--- src/rtl/itch_add_order_parser_if.sv ---
// Beat stream from the ITCH message-type decoder into the add-order parser.
// in_valid qualifies in_data and start each cycle; there is no back-pressure (no ready), so every valid beat is consumed.
interface itch_add_order_parser_if;
  logic        start;
  logic        in_valid;
  logic [63:0] in_data;

  modport master (output start, output in_valid, output in_data);
  modport slave  (input start, input in_valid, input in_data);
endinterface

--- src/rtl/itch_add_order_parser.sv ---
// Collects the five 64-bit beats of an ITCH Add Order (no MPID) message and
// presents every field as registered outputs with a one-cycle out_valid strobe.
module itch_add_order_parser #(
  parameter int unsigned TIMEOUT = 16,
  parameter logic [15:0] EXP_LEN = 16'd36
) (
  input  logic                    clk,
  input  logic                    rst,
  itch_add_order_parser_if.slave  i_msg,
  output logic                    o_busy,
  output logic                    o_out_valid,
  output logic [15:0]             o_msg_length,
  output logic [15:0]             o_stock_locate,
  output logic [15:0]             o_tracking_number,
  output logic [47:0]             o_timestamp,
  output logic [63:0]             o_order_ref,
  output logic                    o_buy_sell,
  output logic [31:0]             o_shares,
  output logic [63:0]             o_stock,
  output logic [31:0]             o_price,
  output logic                    o_length_err,
  output logic                    o_side_err,
  output logic                    o_abort,
  output logic                    o_dbg_state
);

  typedef enum logic {
    ST_IDLE    = 1'b0,
    ST_COLLECT = 1'b1
  } state_t;

  state_t      r_state;
  state_t      w_next_state;
  logic [2:0]  r_beat_cnt;
  logic [2:0]  w_beat_cnt_nxt;
  logic [7:0]  r_tmo;
  logic [7:0]  w_tmo_nxt;
  logic [7:0]  w_tmo_inc;
  logic        w_store;
  logic [1:0]  w_store_idx;
  logic        w_complete;
  logic        w_abort;

  logic [63:0] r_buf [4];
  logic [7:0]  w_bytes [40];

  logic        r_out_valid;
  logic        r_abort;
  logic [15:0] r_msg_length;
  logic [15:0] r_stock_locate;
  logic [15:0] r_tracking_number;
  logic [47:0] r_timestamp;
  logic [63:0] r_order_ref;
  logic        r_buy_sell;
  logic [31:0] r_shares;
  logic [63:0] r_stock;
  logic [31:0] r_price;
  logic        r_length_err;
  logic        r_side_err;

  logic [15:0] w_msg_length;
  logic [7:0]  w_side;

  assign w_tmo_inc = r_tmo + 8'd1;

  always_ff @(posedge clk) begin
    if (rst) r_state <= ST_IDLE;
    else     r_state <= w_next_state;
  end

  always_comb begin
    w_next_state   = r_state;
    w_beat_cnt_nxt = r_beat_cnt;
    w_tmo_nxt      = r_tmo;
    w_store        = 1'b0;
    w_store_idx    = 2'd0;
    w_complete     = 1'b0;
    w_abort        = 1'b0;
    case (r_state)
      ST_IDLE: begin
        if (i_msg.start && i_msg.in_valid) begin
          w_next_state   = ST_COLLECT;
          w_store        = 1'b1;
          w_beat_cnt_nxt = 3'd1;
          w_tmo_nxt      = 8'd0;
        end
      end
      ST_COLLECT: begin
        if (i_msg.start && i_msg.in_valid) begin
          // A fresh start overrides the partial message and becomes its beat 0.
          w_abort        = 1'b1;
          w_store        = 1'b1;
          w_beat_cnt_nxt = 3'd1;
          w_tmo_nxt      = 8'd0;
        end else if (i_msg.in_valid) begin
          w_tmo_nxt = 8'd0;
          if (r_beat_cnt == 3'd4) begin
            w_complete     = 1'b1;
            w_next_state   = ST_IDLE;
            w_beat_cnt_nxt = 3'd0;
          end else begin
            w_store        = 1'b1;
            w_store_idx    = r_beat_cnt[1:0];
            w_beat_cnt_nxt = r_beat_cnt + 3'd1;
          end
        end else if (w_tmo_inc == 8'(TIMEOUT)) begin
          w_abort        = 1'b1;
          w_next_state   = ST_IDLE;
          w_beat_cnt_nxt = 3'd0;
          w_tmo_nxt      = 8'd0;
        end else begin
          w_tmo_nxt = w_tmo_inc;
        end
      end
      default: w_next_state = ST_IDLE;
    endcase
  end

  // Stream bytes 0..31 come from the buffer; beat 4 (bytes 32..39) is taken live.
  for (genvar k = 0; k < 32; k++) begin : g_buf_bytes
    assign w_bytes[k] = r_buf[k / 8][(k % 8) * 8 +: 8];
  end
  for (genvar k = 0; k < 8; k++) begin : g_live_bytes
    assign w_bytes[32 + k] = i_msg.in_data[k * 8 +: 8];
  end

  assign w_msg_length = {w_bytes[0], w_bytes[1]};
  assign w_side       = w_bytes[21];

  always_ff @(posedge clk) begin
    if (rst) begin
      r_beat_cnt        <= 3'd0;
      r_tmo             <= 8'd0;
      for (int i = 0; i < 4; i++) r_buf[i] <= 64'd0;
      r_out_valid       <= 1'b0;
      r_abort           <= 1'b0;
      r_msg_length      <= 16'd0;
      r_stock_locate    <= 16'd0;
      r_tracking_number <= 16'd0;
      r_timestamp       <= 48'd0;
      r_order_ref       <= 64'd0;
      r_buy_sell        <= 1'b0;
      r_shares          <= 32'd0;
      r_stock           <= 64'd0;
      r_price           <= 32'd0;
      r_length_err      <= 1'b0;
      r_side_err        <= 1'b0;
    end else begin
      r_beat_cnt  <= w_beat_cnt_nxt;
      r_tmo       <= w_tmo_nxt;
      r_out_valid <= w_complete;
      r_abort     <= w_abort;
      if (w_store) r_buf[w_store_idx] <= i_msg.in_data;
      if (w_complete) begin
        r_msg_length      <= w_msg_length;
        r_stock_locate    <= {w_bytes[3], w_bytes[4]};
        r_tracking_number <= {w_bytes[5], w_bytes[6]};
        r_timestamp       <= {w_bytes[7], w_bytes[8], w_bytes[9],
                              w_bytes[10], w_bytes[11], w_bytes[12]};
        r_order_ref       <= {w_bytes[13], w_bytes[14], w_bytes[15], w_bytes[16],
                              w_bytes[17], w_bytes[18], w_bytes[19], w_bytes[20]};
        r_buy_sell        <= (w_side == 8'h42);
        r_shares          <= {w_bytes[22], w_bytes[23], w_bytes[24], w_bytes[25]};
        r_stock           <= {w_bytes[26], w_bytes[27], w_bytes[28], w_bytes[29],
                              w_bytes[30], w_bytes[31], w_bytes[32], w_bytes[33]};
        r_price           <= {w_bytes[34], w_bytes[35], w_bytes[36], w_bytes[37]};
        r_length_err      <= (w_msg_length != EXP_LEN);
        r_side_err        <= (w_side != 8'h42) && (w_side != 8'h53);
      end
    end
  end

  assign o_busy            = (r_state == ST_COLLECT);
  assign o_dbg_state       = r_state;
  assign o_out_valid       = r_out_valid;
  assign o_abort           = r_abort;
  assign o_msg_length      = r_msg_length;
  assign o_stock_locate    = r_stock_locate;
  assign o_tracking_number = r_tracking_number;
  assign o_timestamp       = r_timestamp;
  assign o_order_ref       = r_order_ref;
  assign o_buy_sell        = r_buy_sell;
  assign o_shares          = r_shares;
  assign o_stock           = r_stock;
  assign o_price           = r_price;
  assign o_length_err      = r_length_err;
  assign o_side_err        = r_side_err;

endmodule

--- src/flat_wrapper.sv ---
// flat-port wrapper written by rule: the top's interface ports become plain ports
module itch_add_order_parser_flat 
#(
  parameter int unsigned TIMEOUT = 16,
  parameter logic [15:0] EXP_LEN = 16'd36
)
  (clk, rst, o_busy, o_out_valid, o_msg_length, o_stock_locate, o_tracking_number, o_timestamp, o_order_ref, o_buy_sell, o_shares, o_stock, o_price, o_length_err, o_side_err, o_abort, o_dbg_state, i_msg_start, i_msg_in_valid, i_msg_in_data);
  itch_add_order_parser_if i_msg_i ();
  input  logic clk;
  input  logic rst;
  output logic o_busy;
  output logic o_out_valid;
  output logic [15:0] o_msg_length;
  output logic [15:0] o_stock_locate;
  output logic [15:0] o_tracking_number;
  output logic [47:0] o_timestamp;
  output logic [63:0] o_order_ref;
  output logic o_buy_sell;
  output logic [31:0] o_shares;
  output logic [63:0] o_stock;
  output logic [31:0] o_price;
  output logic o_length_err;
  output logic o_side_err;
  output logic o_abort;
  output logic o_dbg_state;
  input wire logic [$bits(i_msg_i.start)-1:0] i_msg_start;
  input wire logic [$bits(i_msg_i.in_valid)-1:0] i_msg_in_valid;
  input wire logic [$bits(i_msg_i.in_data)-1:0] i_msg_in_data;
  assign i_msg_i.start = i_msg_start;
  assign i_msg_i.in_valid = i_msg_in_valid;
  assign i_msg_i.in_data = i_msg_in_data;
  itch_add_order_parser #(.TIMEOUT(TIMEOUT), .EXP_LEN(EXP_LEN)) u_core (.clk(clk), .rst(rst), .i_msg(i_msg_i), .o_busy(o_busy), .o_out_valid(o_out_valid), .o_msg_length(o_msg_length), .o_stock_locate(o_stock_locate), .o_tracking_number(o_tracking_number), .o_timestamp(o_timestamp), .o_order_ref(o_order_ref), .o_buy_sell(o_buy_sell), .o_shares(o_shares), .o_stock(o_stock), .o_price(o_price), .o_length_err(o_length_err), .o_side_err(o_side_err), .o_abort(o_abort), .o_dbg_state(o_dbg_state));
endmodule
--- config.mk ---
export PLATFORM = sky130hd
export DESIGN_NAME = itch_add_order_parser_flat
export DESIGN_NICKNAME = d
export VERILOG_FILES = /design/src/rtl/itch_add_order_parser_if.sv /design/src/rtl/itch_add_order_parser.sv /design/src/flat_wrapper.sv
export SDC_FILE = /design/constraint.sdc
export NUM_CORES = 1
export LEC_CHECK = 0
export CAP_MARGIN = 15
export CELL_PAD_IN_SITES_DETAIL_PLACEMENT = 1
export CELL_PAD_IN_SITES_GLOBAL_PLACEMENT = 2
export CORE_ASPECT_RATIO = 1.25
export CORE_MARGIN = 5
export CORE_UTILIZATION = 30
export DETAILED_ROUTE_END_ITERATION = 6
export GPL_TIMING_DRIVEN = 0
export PLACE_DENSITY = 0.72
export SKIP_LAST_GASP = 1
export SYNTH_ARGS = -nofsm -noshare
export SYNTH_HDL_FRONTEND = slang
export SYNTH_SLANG_ARGS = --single-unit
export TNS_END_PERCENT = 100
--- constraint.sdc ---
create_clock -name clk -period 5.93 [get_ports clk]
set_input_delay 1.186 -clock clk [delete_from_list [all_inputs] [get_ports clk]]
set_output_delay 1.186 -clock clk [all_outputs]
set_load 0.005 [all_outputs]
Yosys cells after proc, flatten, opt, wreduce, memory -nomap -nowiden
Memory sizes are Yosys's and may differ from the RTL's. A register that Yosys moved wholly into a read port is not among the register bits.
Cells that the tools add are included.
{"block": "totals", "register_bits": 305, "mem_bits_rw": 256, "input_bits": 68, "output_inout_bits": 295, "word_cells": 72, "memories": 1}
{"name": "u_core.r_buf", "depth": 4, "width": 64, "rd": 4, "rd_ports_with_merged_regs": 2, "write_ports": 4, "line_no": "itch_add_order_parser.sv:44", "source": "logic [63:0] r_buf [4];"}
{"block": "classes", "addsub": 2, "eq_ne": 8, "n_mux": 39, "n_bitwise": 1, "n_reduce_logical": 5}
{"operator": "64-bit two-way mux", "count": 1}
{"operator": "64-bit OR reduction", "count": 1}
{"operator": "8-bit two-way mux", "count": 4}
{"operator": "1-bit two-way mux", "count": 20}
{"operator": "16-bit by 6-bit inequality test with 1-bit output, second input constant", "count": 1}
{"operator": "8-bit by 7-bit inequality test with 1-bit output, second input constant", "count": 2}
{"operator": "8-bit case mux with 2 select lines", "count": 1}
{"operator": "3-bit two-way mux", "count": 5}
{"operator": "2-bit two-way mux", "count": 5}
{"operator": "8-bit by 1-bit adder with 8-bit output, second input constant", "count": 1}
{"operator": "8-bit by 5-bit equality test with 1-bit output, second input constant", "count": 1}
{"operator": "8-bit by 7-bit equality test with 1-bit output, second input constant", "count": 1}
{"operator": "3-bit case mux with 2 select lines", "count": 1}
{"operator": "4-bit inequality test, second input constant", "count": 1}
{"operator": "1-bit case mux with 2 select lines", "count": 2}
{"operator": "3-bit by 1-bit adder with 3-bit output, second input constant", "count": 1}
{"operator": "3-bit equality test, second input constant", "count": 1}
{"operator": "1-bit logical AND", "count": 2}
{"operator": "2-bit by 1-bit inequality test with 1-bit output, second input constant", "count": 1}
{"operator": "2-bit AND reduction", "count": 1}
{"operator": "2-bit OR reduction", "count": 1}
{"operator": "1-bit inverter", "count": 1}

Depth between registers and ports, before layout
{"block": "logic_depth", "ltp_word": 10, "ltp_mapped": 9}

Least setup slack after synthesis
OpenSTA, ideal clock, no wires.
{"block": "synth_timing", "path_type": "input-to-reg", "from": "in rst", "to": "mem u_core.r_buf[3][0], enable pin", "setup_time_ps": 507, "arrival_ps": 5192, "required_ps": 5423, "slack_ps": 231, "stages": 5, "path_buffers": 3, "cell_sequence": "clkbuf_1 > clkbuf_1 > clkbuf_1 > a21oi_1 > a21oi_1"}
{"element": "start, declared", "line_no": "flat_wrapper.sv:10", "source": "input logic rst;"}
{"element": "end, declared", "line_no": "itch_add_order_parser.sv:44"}

==> results.py <==
metrics = {
    "setup_path": {
        "r2r_start": "u_core.r_beat_cnt[0]",
        "path_cells": "clkdlybuf4s50_1 -> inv_1 -> a211oi_4 -> and4_1 -> buf_4 -> or2_4 -> buf_12",
        "slowest_delay_ps": 620,
        "start_kind": "input pin",
        "worstPathRequired_ps": 6200,
        "end_kind": "register",
        "slowest_stage": "clkdlybuf4s50_1",
        "crit_fanout": 33,
        "path_class": "input pin to register",
        "ff2ff_path_depth": 8,
        "rrSetupSlack_ps": 2530,
        "critPathArrivalTime_ps": 3920,
        "startpoint": "i_msg_start",
        "reg2reg_to": "u_core.r_buf[1][26]",
    },
    "synthesis": {
        "synthCells": 1918,
        "synth_area_leader_cell": "edfxtp_1",
        "ys_seq_area_share_pct": 67.3,
        "syn_area_sq_um": 20200,
        "ys.flop_type": "dfxtp_1",
        "syn_avg_cell_area_sq_um": 10.5,
        "synth.distinct_cells": 50,
        "synth-seq-cells": 553,
        "yosys.area.top_type_share_pct": 37.0,
        "synth-async-reset-ratio_pct": 0,
        "ys_warn_count": 0,
        "ys_top_cells_by_area": "edfxtp_1, dfxtp_1, nand2_1",
        "synth-edff-count": 248,
        "syn_nets": 1990,
    },
    "power": {
        "ir_worst_vdd_uv": 166,
        "p_per_area_nw_per_um2": 292,
        "p_leak_nw": 9.13,
        "finalPower_w": 0.00782,
    },
    "routing": {
        "drt_first_pass_iters": 5,
        "num_vias": 15200,
        "vias_per_cell": 4.66,
        "drc_errors": 0,
        "ant_nets": 0,
        "drt_iter0_markers": 702,
        "drt_wl_total_mm": 73.3,
        "routedWlPerCell_um": 22.5,
    },
    "place": {
        "placedCellCount": 3150,
        "hpwl_mm": 54.7,
        "gp_congestion": 0.800,
        "port_buffers": 361,
    },
    "grt": {
        "grt_overflow": 0,
        "grt_pass1_wl_mm": 106,
        "antenna_found_initial": 8,
        "grt_max_degree": 49,
        "track_usage_pct": 19.5,
        "grt_pass1_vias": 16100,
    },
    "sta": {
        "fin_setup_tns_ps": 0,
        "worst_pin_slew_ps": 1080,
        "slew-limit-headroom_pct": 27.8,
        "setup_violations": 0,
        "hold_viol": 0,
        "fin_crit_ps": 3650,
        "fmax_mhz": 274,
        "timing.final.crit_share_pct": 61.6,
        "rsz0062_at_grt": "false",
        "finalClockSkew_ps": 15.0,
        "final_max_slew_viol_count": 0,
    },
    "clock_tree": {
        "cts_tree": "done",
        "cts_setup_buffers": 0,
        "h-tree-depth": 2,
        "path_clk_slew_ps": 60,
        "cts_resized": 0,
        "cts_buffers": 56,
        "cts_root_buffer": "clkbuf_16",
        "ctsLongestPathBuffers": 3,
        "cts_sinks": 553,
        "clock_latency_ps": 600,
        "holdBufCountCts": 0,
    },
    "worst_hold_path": {
        "holdPathStages": 2,
        "whs_endpoint": "u_core.o_msg_length[8]",
        "holdCritPathClass": "register to register",
        "hold_start": "u_core.o_msg_length[8]",
    },
    "finish": {
        "drive_gt1_share_pct": 6.70,
        "utilization_pct": 40.2,
        "syn2layout_area_growth_pct": 33.0,
        "fin_nets": 2416,
        "instances_no_fill": 3258,
        "nFillCells": 7347,
    },
    "floorplan": {
        "fp.dieH_um": 300,
        "row_count": 106,
        "core_sq_um": 66700,
        "die_w_um": 242,
        "fp.dieArea_sq_um": 72500,
        "io_pins": 363,
        "initial_core_util_pct": 30.2,
    },
    "status": {
        "status": "completed",
    },
    "flow_run": {
        "drv_cap": 0,
    },
}
[kinds of logic after synthesis]
kind of cell               after synthesis  share of synthesized area [%]
AOI/OAI and AO/OA                      329                           8.61
xor gates and xnor gates                 4                          0.174
adders and majority gates                4                          0.248
buffers and inverters                  136                           3.41
DFF                                    553                           67.3
and+or+nand+nor                        892                           20.3
[where the power goes]
group          total [W]  switching [W]  internal [W]
Combinational   0.000283       0.000191     0.0000919
Clock            0.00344        0.00148       0.00196
Sequential       0.00410      0.0000310       0.00407
Total            0.00782        0.00170       0.00612
[state kept, by name (all words and copies together), names as in the netlist]
name                      count
u_core.r_tmo                  8
u_core.o_abort                1
u_core.r_buf                248
u_core.o_price               32
u_core.o_timestamp           48
u_core.o_busy                 1
u_core.o_msg_length          16
u_core.o_length_err           1
u_core.o_stock               64
u_core.o_stock_locate        16
u_core.o_buy_sell             1
u_core.o_tracking_number     16
u_core.o_side_err             1
u_core.o_shares              32
u_core.r_beat_cnt             3
u_core.o_out_valid            1
u_core.o_order_ref           64
[per-layer routing]
metal	part of all wire [%]	track usage, %	up-vias
met1	41	23.4	7483
li1	-	-	7235
met4	2.7	5.53	4
met5	0.037	0	-
met2	52	35.6	363
met3	4.7	3.90	110
[cell usage after synthesis, drive strengths merged, types with 3 or more instances]
cell type / instances
inv: 6
nor3: 10
dfxtp: 305
o41ai: 3
o21ai: 5
and3: 5
or2: 3
nor4: 4
nand3: 7
and2: 250
nor2: 12
edfxtp: 248
a21oi: 303
nand2: 585
buf: 66
nand4: 3
ha: 4
clkbuf: 64
[critical path, delay by kind of cell]
| family | cells | cell delay, ps |
|---|---|---|
| buf+inv | 4 | 1380 |
| simple gates | 2 | 900 |
| compound gates | 1 | 390 |
[how the worst max path moves through the flow]
| stage | to | slack, ps | cells after the start |
|---|---|---|---|
| floorplan | u_core.r_buf[3][0] | 230 | 5 |
| global placement | u_core.r_buf[3][1] | -2760 | 5 |
| detailed placement | u_core.r_buf[1][23] | 1640 | 7 |
| CTS | u_core.r_buf[1][26] | 2280 | 7 |
| global route | u_core.r_buf[1][26] | 2150 | 7 |
| finish | u_core.r_buf[1][26] | 2280 | 7 |
[per-stage QoR]
stage          hold slack [ps]  area (sq um)  setup WS, ps
3_5_place_dp               448         25000          1640
3_3_place_gp               444         24800         -2760
5_1_grt                    467         26800          2150
2_1_floorplan              448         20200           231
4_1_cts                    456         26800          2280
6_report                   453         26800          2280
[cells in the final DEF, fill, tap and decap left out, types with 12 or more instances in the layout]
| cell type | n |
|---|---|
| nand2_1 | 585 |
| clkdlybuf4s50_1 | 361 |
| dfxtp_1 | 305 |
| a21oi_1 | 302 |
| and2_1 | 250 |
| edfxtp_1 | 248 |
| clkbuf_1 | 83 |
| clkbuf_16 | 57 |
| buf_2 | 44 |
| buf_6 | 13 |
| nor2_1 | 12 |
| clkbuf_8 | 12 |
[area by class of cell]
class / count / area [sq um] / share of cell area [%]
antenna: 5 / 12.5 / 0.0467
buffer: 130 / 666 / 2.48
clock buffer: 93 / 1680 / 6.28
clock inverter: 10 / 72.6 / 0.271
inverter: 6 / 22.5 / 0.0840
multi-input combinational: 1229 / 5930 / 22.1
sequential: 553 / 13600 / 50.6
tap: 864 / 1080 / 4.03
timing repair buffer: 368 / 3780 / 14.1
No activity file was read; power rests on OpenSTA's default activity.
